===== src/rtl/rr_sample_sched.sv =====
// rr_sample_sched: round-robin / fixed-priority scheduler sharing one sample
// register between NREQ requesters. A winner is granted for HOLD cycles,
// then its data slice is captured into dout with a one-cycle vld pulse.
// Everything runs on clk with enables; there are no derived clocks.
//
// Ports:
//   clk    system clock, all state on posedge
//   reset  synchronous active-high reset
//   req    level-sensitive request per requester
//   data   requester data, slice k = data[k*W +: W]
//   mode   00/10 round-robin, 11 fixed priority, 01 freeze (no new grants)
//   gnt    one-hot grant, zero when idle
//   vld    one-cycle pulse, dout/owner just updated
//   dout   captured data of the last winner
//   owner  index of the last captured requester
//   busy   high while in GRANT or CAPTURE
//   gcount saturating capture count (only with RR_SAMPLE_SCHED_STATS_EN)
//
// Optional feature macro: RR_SAMPLE_SCHED_STATS_EN
module rr_sample_sched #(
   parameter int unsigned NREQ = 4,
   parameter int unsigned W    = 8,
   parameter int unsigned HOLD = 2
) (
   input  logic                     clk,
   input  logic                     reset,
   input  logic [NREQ-1:0]          req,
   input  logic [NREQ*W-1:0]        data,
   input  logic [1:0]               mode,
   output logic [NREQ-1:0]          gnt,
   output logic                     vld,
   output logic [W-1:0]             dout,
   output logic [$clog2(NREQ)-1:0]  owner,
   output logic                     busy
`ifdef RR_SAMPLE_SCHED_STATS_EN
   ,
   output logic [7:0]               gcount
`endif
);

   localparam int unsigned IW = $clog2(NREQ);
   localparam int unsigned CW = 4;
   localparam logic [1:0]  MODE_FREEZE = 2'b01;
   localparam logic [1:0]  MODE_FIXED  = 2'b11;

   typedef enum logic [1:0] {S_IDLE, S_GRANT, S_CAPTURE} state_e;

   state_e          state_q, state_d;
   logic [IW-1:0]   ptr_q, ptr_d;
   logic [CW-1:0]   cnt_q, cnt_d;
   logic [IW-1:0]   win_q, win_d;
   logic [NREQ-1:0] gnt_q, gnt_d;
   logic            vld_q, vld_d;
   logic [W-1:0]    dout_q, dout_d;
   logic [IW-1:0]   owner_q, owner_d;
   logic            busy_q, busy_d;
`ifdef RR_SAMPLE_SCHED_STATS_EN
   logic [7:0]      gcount_q, gcount_d;
`endif

   logic [IW-1:0]   pick_idx;
   logic            pick_found;
   int unsigned     cand;

   // Winner pick: first set req scanning upward from ptr (with wrap), or from 0 in fixed mode
   always_comb begin
      pick_idx   = '0;
      pick_found = 1'b0;
      cand       = 0;
      for (int unsigned i = 0; i < NREQ; i++) begin
         if (mode == MODE_FIXED) begin
            cand = i;
         end else begin
            cand = 32'(ptr_q) + i;
            if (cand >= NREQ) cand = cand - NREQ;
         end
         if (!pick_found && req[IW'(cand)]) begin
            pick_found = 1'b1;
            pick_idx   = IW'(cand);
         end
      end
   end

   // Next-state and registered-output logic
   always_comb begin
      state_d = state_q;
      ptr_d   = ptr_q;
      cnt_d   = cnt_q;
      win_d   = win_q;
      gnt_d   = gnt_q;
      vld_d   = 1'b0;
      dout_d  = dout_q;
      owner_d = owner_q;
      busy_d  = busy_q;
`ifdef RR_SAMPLE_SCHED_STATS_EN
      gcount_d = gcount_q;
`endif
      case (state_q)
         S_IDLE: begin
            if (pick_found && (mode != MODE_FREEZE)) begin
               win_d   = pick_idx;
               gnt_d   = NREQ'(1) << pick_idx;
               cnt_d   = CW'(HOLD - 1);
               busy_d  = 1'b1;
               state_d = S_GRANT;
            end
         end
         S_GRANT: begin
            // Grant is held regardless of req/mode changes until the count expires
            if (cnt_q == '0) begin
               gnt_d   = '0;
               state_d = S_CAPTURE;
            end else begin
               cnt_d = cnt_q - CW'(1);
            end
         end
         S_CAPTURE: begin
            dout_d  = data[32'(win_q)*W +: W];
            owner_d = win_q;
            vld_d   = 1'b1;
            ptr_d   = (win_q == IW'(NREQ - 1)) ? '0 : win_q + IW'(1);
            busy_d  = 1'b0;
            state_d = S_IDLE;
`ifdef RR_SAMPLE_SCHED_STATS_EN
            if (gcount_q != 8'hFF) gcount_d = gcount_q + 8'd1;
`endif
         end
         default: begin
            gnt_d   = '0;
            busy_d  = 1'b0;
            state_d = S_IDLE;
         end
      endcase
   end

   // State register, synchronous reset
   always_ff @(posedge clk) begin
      if (reset) begin
         state_q <= S_IDLE;
         ptr_q   <= '0;
         cnt_q   <= '0;
         win_q   <= '0;
         gnt_q   <= '0;
         vld_q   <= 1'b0;
         dout_q  <= '0;
         owner_q <= '0;
         busy_q  <= 1'b0;
`ifdef RR_SAMPLE_SCHED_STATS_EN
         gcount_q <= '0;
`endif
      end else begin
         state_q <= state_d;
         ptr_q   <= ptr_d;
         cnt_q   <= cnt_d;
         win_q   <= win_d;
         gnt_q   <= gnt_d;
         vld_q   <= vld_d;
         dout_q  <= dout_d;
         owner_q <= owner_d;
         busy_q  <= busy_d;
`ifdef RR_SAMPLE_SCHED_STATS_EN
         gcount_q <= gcount_d;
`endif
      end
   end

   assign gnt   = gnt_q;
   assign vld   = vld_q;
   assign dout  = dout_q;
   assign owner = owner_q;
   assign busy  = busy_q;
`ifdef RR_SAMPLE_SCHED_STATS_EN
   assign gcount = gcount_q;
`endif

endmodule


===== config.mk =====
export PLATFORM = sky130hd
export DESIGN_NAME = rr_sample_sched
export DESIGN_NICKNAME = d
export VERILOG_FILES = /design/src/rtl/rr_sample_sched.sv
export SDC_FILE = /design/constraint.sdc
export NUM_CORES = 1
export LEC_CHECK = 0
export CAP_MARGIN = 20
export CORE_MARGIN = 1
export CORE_UTILIZATION = 35
export CTS_BUF_LIST = sky130_fd_sc_hd__clkbuf_16
export DETAILED_ROUTE_END_ITERATION = 16
export MAX_ROUTING_LAYER = met4
export PLACE_DENSITY = 0.7
export SYNTH_ARGS = -nofsm -noshare
export SYNTH_HDL_FRONTEND = slang
export SYNTH_SLANG_ARGS = --single-unit

===== constraint.sdc =====
create_clock -name clk -period 1.8 [get_ports clk]
set_input_delay 0.36 -clock clk [delete_from_list [all_inputs] [get_ports clk]]
set_output_delay 0.36 -clock clk [all_outputs]
set_load 0.05 [all_outputs]

==> results of run 1 <==
## flip-flops by register name, summed over array words and instances, names as in the netlist
name,cells
win_q,2
busy,1
vld,1
state_q,2
owner,2
cnt_q,4
dout,8
ptr_q,2
gnt,4
## power by group
part	internal, uW	total, uW	switching, uW
logic	316	619	303
registers	628	678	50.2
clock network	294	481	187
## cell usage after synthesis (all sizes together) (2+ instances only)
cell type | instances | area [um^2]
nand2 | 28 | 105
clkbuf | 5 | 18.8
a21bo | 2 | 20.0
o21ai | 4 | 20.0
o221ai | 2 | 23.8
a21oi | 18 | 90.1
buf | 3 | 13.8
mux4 | 8 | 180
a211oi | 2 | 15.0
mux2i | 2 | 20.0
nor2 | 7 | 26.3
nor2b | 6 | 37.5
xnor2 | 2 | 17.5
dfxtp | 26 | 521
inv | 3 | 11.3
nor3 | 6 | 30.0
ha | 3 | 37.5
nand3 | 2 | 15.0
nand2b | 5 | 31.3
o31ai | 2 | 15.0
## cell type report
| type | count | share of cell area |
|---|---|---|
| Inverter | 3 | 0.00518 |
| Sequential cell | 26 | 0.240 |
| Tap cell | 48 | 0.0276 |
| Timing Repair Buffer | 71 | 0.295 |
| Multi-Input combinational cell | 114 | 0.398 |
| Clock buffer | 3 | 0.0345 |
## kinds of logic after synthesis
| kind of cell | after synthesis | synth area share |
|---|---|---|
| compound gates | 37 | 0.195 |
| fa+ha+maj | 3 | 0.0268 |
| xor+xnor | 2 | 0.0125 |
| mux | 10 | 0.143 |
| simple gates | 62 | 0.221 |
| flops | 26 | 0.371 |
| buf+inv | 11 | 0.0312 |
## timing repair
| item | CTS | global route |
|---|---|---|
| buffers inserted | 2 | 0 |
| pin swaps | 5 | 5 |
| gates resized for setup | 6 | 10 |
| endpoints found under the setup margin | 5 | 7 |
## cells in the final DEF (no fill, tap or decap), drive strengths merged, types with 2 or more instances in the layout
| cell | instances |
|---|---|
| clkdlybuf4s50 | 33 |
| buf | 32 |
| nand2 | 28 |
| dfxtp | 26 |
| a21oi | 18 |
| mux4 | 8 |
| nor2 | 7 |
| nor3 | 6 |
| nor2b | 6 |
| nand2b | 5 |
| dlygate4sd2 | 4 |
| o21ai | 4 |
| ha | 3 |
| clkbuf | 3 |
| inv | 3 |
| mux2i | 2 |
| a21bo | 2 |
| a211oi | 2 |
| xnor2 | 2 |
| dlymetal6s2s | 2 |
| nand3 | 2 |
| o31ai | 2 |
| o221ai | 2 |
## worst max path at each step
stage                     to  slack, ns  cells past startpoint  startpoint
floorplan           cnt_q[3]       0.18                      7    cnt_q[0]
global placement    cnt_q[3]      -0.28                      6      req[1]
detailed placement  cnt_q[2]      -0.37                      6      req[1]
CTS                   gnt[3]       0.02                      7      req[1]
global route          gnt[3]      -0.02                      7      req[1]
finish                gnt[3]       0.07                      7      req[1]
## metal layers
metal | routed length, um | GRT usage | part of all wire | vias up
met1 | 1400 | 0.194 | 0.38 | 658
met4 | 61 | 0.0951 | 0.017 | 0
met2 | 2050 | 0.349 | 0.56 | 35
met5 | 0 | - | 0 | -
li1 | - | - | - | 676
met3 | 128 | 0.0243 | 0.035 | 4
## critical path, cell delays in order
cell	delay (ns)
dlygate4sd2_1	0.25
buf_4	0.15
and2b_1	0.20
mux2i_1	0.10
o31ai_2	0.32
o221ai_4	0.19
o41ai_2	0.32
## through the flow
step           utilization  hold slack [ns]  total power, uW  area (um^2)
2_1_floorplan            -            0.445             1040         1400
3_3_place_gp         0.546            0.439             1250         2040
3_5_place_dp         0.546            0.447             1270         2040
4_1_cts              0.570            0.456             1760         2130
5_1_grt              0.581            0.468             1860         2170
6_report             0.581            0.453             1780         2170
==> results.ini, run 1 <==
[worst_setup_path]
ff2ff_setup_slack_ns=0.08
crit_arrival_ns=1.89
path_max_fanout=6
crit_path_start_kind=input pin
reg2reg_depth=5
r2r_end=gnt[3]
r2r-start=ptr_q[1]
path_class=input pin to flip-flop
end_kind=flip-flop
crit_required_ns=1.96

[min_path]
holdPathStages=2
hold_class=flip-flop to flip-flop
hold_end=gnt[1]
min_from=gnt[1]

[logic_synthesis]
synth_ff_type=dfxtp_1
synth_edf_count=0
synth_area_um2=1400
ys_async_sr_fraction=0
seq_area_frac_synth=0.371
netlist_instances=151
avgSynthCellArea_um2=9.28
synth_cell_type_count=39
synth_fp_nets=194
yosysWarnings=0
synth_seq_cells=26

[sta]
maxSlewViolCount=0
hold_violations=0
fin_skew_ns=0.00213
fin_setup_tns_ns=0
tightest_slew_ns=0.509
slew_headroom=0.660
min_period_over_period=0.963
min_period_ns=1.73
report.final.setup_viol=0
setup_slack_ns=0.0662
fmax_ghz=0.577

[detailed_routing]
vias_per_cell=5.18
wirelength_um=3630
drc=0
drtIter0Drc=75
routed_wire_length_per_instance_um=13.7
dr.pass1.iters=4
ant_nets=0
num_vias=1373

[grt]
grt_overflow_total=0
grt_pass1_vias=1419
antenna_found_initial=0
grt_usage=0.189
grt_max_degree=24
grt_pass1_wl_um=5990

[die]
dieHeight_um=65.3
rows=22
fp.dieW_um=65.3
die_area_um2=4260
ios=56
core_um2=3740
start_util=0.374

[placement]
gp_congestion=0.822
dp_cells=260
place_ws_ns=-0.365
place_hpwl_um=2760
port_buffers=55

[final_layout]
area.sequential_um2=522
multi_input_area_um2=865
layout.nets=262
area_delta_synth_final_pct=55.2
num-fill-cells=338
stdcell_count=265
diodes=0
drive_gt1_frac=0.263

[status]
status=finished, final reports clean

[clock_tree]
clockRootBuffer=clkbuf_16
cts_tree=built
htreeDepth=1
cts_buffers=3
numClockSinks=26
clkTransAtPathRegs_ns=0.06
clk_latency_ns=0.26
ctsLongestPathBuffers=2
postCtsHoldBufs=0

[pwr]
vdd_drop_max_uv=361
leakagePower_uw=0.000850
power_density_nw_per_um2=818

[job]
cap_violations=0

Note: power is estimated with default switching activity, not from simulation.
==> run 2: changes to the inputs <==
--- a/config.mk
+++ b/config.mk
@@ -5,7 +5,6 @@
 export SDC_FILE = /design/constraint.sdc
 export NUM_CORES = 1
 export LEC_CHECK = 0
-export CAP_MARGIN = 20
 export CORE_MARGIN = 1
 export CORE_UTILIZATION = 35
 export CTS_BUF_LIST = sky130_fd_sc_hd__clkbuf_16
==> results of run 2 <==
The final DEF is identical to that of run 1; final timing and power are the same.
==> run 3: changes to the inputs <==
--- a/config.mk
+++ b/config.mk
@@ -5,7 +5,7 @@
 export SDC_FILE = /design/constraint.sdc
 export NUM_CORES = 1
 export LEC_CHECK = 0
-export CORE_MARGIN = 1
+export CORE_MARGIN = 2
 export CORE_UTILIZATION = 35
 export CTS_BUF_LIST = sky130_fd_sc_hd__clkbuf_16
 export DETAILED_ROUTE_END_ITERATION = 16
==> results.ini, run 3 (synthesized netlist as in run 1, its figures left out) <==
[clock_tree]
ctsLongestPathBuffers=2
clk_latency_ns=0.26
cts_buffers=3
htreeDepth=1
postCtsHoldBufs=0
clkTransAtPathRegs_ns=0.06
cts_tree=built
numClockSinks=26
clockRootBuffer=clkbuf_16

[die]
core_um2=3740
rows=22
fp.dieW_um=67.3
ios=56
start_util=0.374
die_area_um2=4530
dieHeight_um=67.3

[min_path]
hold_class=flip-flop to flip-flop
holdPathStages=2
min_from=gnt[1]
hold_end=gnt[1]

[worst_setup_path]
end_kind=flip-flop
critPathBufInv=1
path_cells=inv_2 > ha_1 > or3b_4 > a32oi_4 > nor2b_1 > xnor2_1 > nor3_1
r2r_end=cnt_q[2]
cp_slowest_cell=or3b_4
ff2ff_setup_slack_ns=0.12
crit_required_ns=1.97
critPathMaxStageDelay_ns=0.40
path_class=flip-flop to flip-flop
path_max_fanout=4
r2r-start=cnt_q[0]
crit_family=simple AND/OR/NAND/NOR gates
crit_path_start_kind=flip-flop
crit_arrival_ns=1.86
reg2reg_depth=7

[placement]
gp_congestion=0.735
place_hpwl_um=2790
dp_cells=262
port_buffers=55

[final_layout]
drive_gt1_frac=0.256
area_delta_synth_final_pct=54.1
largest_reg_flops=8
mostFrequentLayoutCell=clkdlybuf4s50_1
num-fill-cells=333
postLayoutCoreUtil=0.577
final_cell_mix=33 x clkdlybuf4s50_1, 32 x buf_4, 28 x nand2_1
diodes=0
stdcell_count=267
layout.nets=263

[pwr]
pwr-share-clk=0.275
seq_power_share=0.385
leakagePower_uw=0.000858
p_switching_uw=525
vdd_drop_max_uv=351
power_density_nw_per_um2=814
intPower_uw=1230
power_uw=1760
pwr-share-comb=0.341
swShare=0.299

[detailed_routing]
dr_wl_met2_um=1840
ant_nets=0
routed.top_layer=met4
wirelength_um=3450
drtIter0Drc=32
m1WireLength_um=1460
dr.pass1.iters=5
num_vias=1345
drc=0
vias_per_cell=5.04
routed_wire_length_per_instance_um=12.9
met3_length_um=115

[status]
status=finished, final reports clean

[sta]
maxSlewViolCount=0
min_period_over_period=0.936
slew_headroom=0.654
rsz0062_at_grt=no
fin_setup_tns_ns=0
fin_skew_ns=0.00193
hold_violations=0
min_period_ns=1.68
tightest_slew_ns=0.518
fmax_ghz=0.594
report.final.setup_viol=0

[grt]
grt_pass1_vias=1385
grt_overflow_total=0
grt_usage=0.173
grt_pass1_wl_um=5830
antenna_found_initial=0
grt_max_degree=20

[job]
cap_violations=0

## run 3: timing repair
action | 4_1_cts | 5_1_grt
pin swaps | 3 | 5
endpoints found under the setup margin | 2 | 6
gates cloned | 0 | 0
setup buffers | 1 | 0
gates resized for setup | 3 | 8
## run 3: cell type report
type	instances	area, um^2	share of cell area
clock buffer	3	75.1	0.0348
clock inverter	1	3.75	0.00174
inverter	3	11.3	0.00521
multi-input combinational	114	842	0.390
sequential	26	522	0.242
tap	48	60.1	0.0278
timing repair buffer	72	646	0.299
## run 3: per-layer routing
metal  vias to the layer above  track usage
met5                         -            -
met4                         0       0.0638
met3                         4       0.0283
met2                        28        0.316
met1                       628        0.188
li1                        685            -
## run 3: per-stage QoR
step	cell area [um^2]	setup WS, ns	hold WS (ns)
finish	2160	0.116	0.449
global placement	2060	-0.279	0.438
global route	2160	0.0200	0.485
floorplan	1400	0.180	0.445
CTS	2140	0.0102	0.456
detailed placement	2060	-0.333	0.448
## run 3: power by group through the flow
stage	registers (uW)	clock network, uW	logic [uW]
after CTS	674	501	597
after floorplan	750	0	293
after global routing	684	527	649
final	676	483	599
after detailed placement	686	0	588
after global placement	684	0	575
## run 3: worst max-delay path by stage
stage              from       end  slack, ns  cells past startpoint
2_1_floorplan  cnt_q[0]  cnt_q[3]       0.18                      7
3_3_place_gp     req[1]  cnt_q[3]      -0.28                      6
3_5_place_dp     req[1]  cnt_q[2]      -0.33                      6
4_1_cts        cnt_q[0]  cnt_q[2]       0.01                      7
5_1_grt        cnt_q[0]  cnt_q[2]       0.02                      7
6_report       cnt_q[0]  cnt_q[2]       0.12                      7
## run 3: worst register-to-register path: stages, from the launching register on
cell,delay (ns)
dfxtp_1,0.32
inv_2,0.08
ha_1,0.16
or3b_4,0.40
a32oi_4,0.24
nor2b_1,0.09
xnor2_1,0.12
nor3_1,0.18
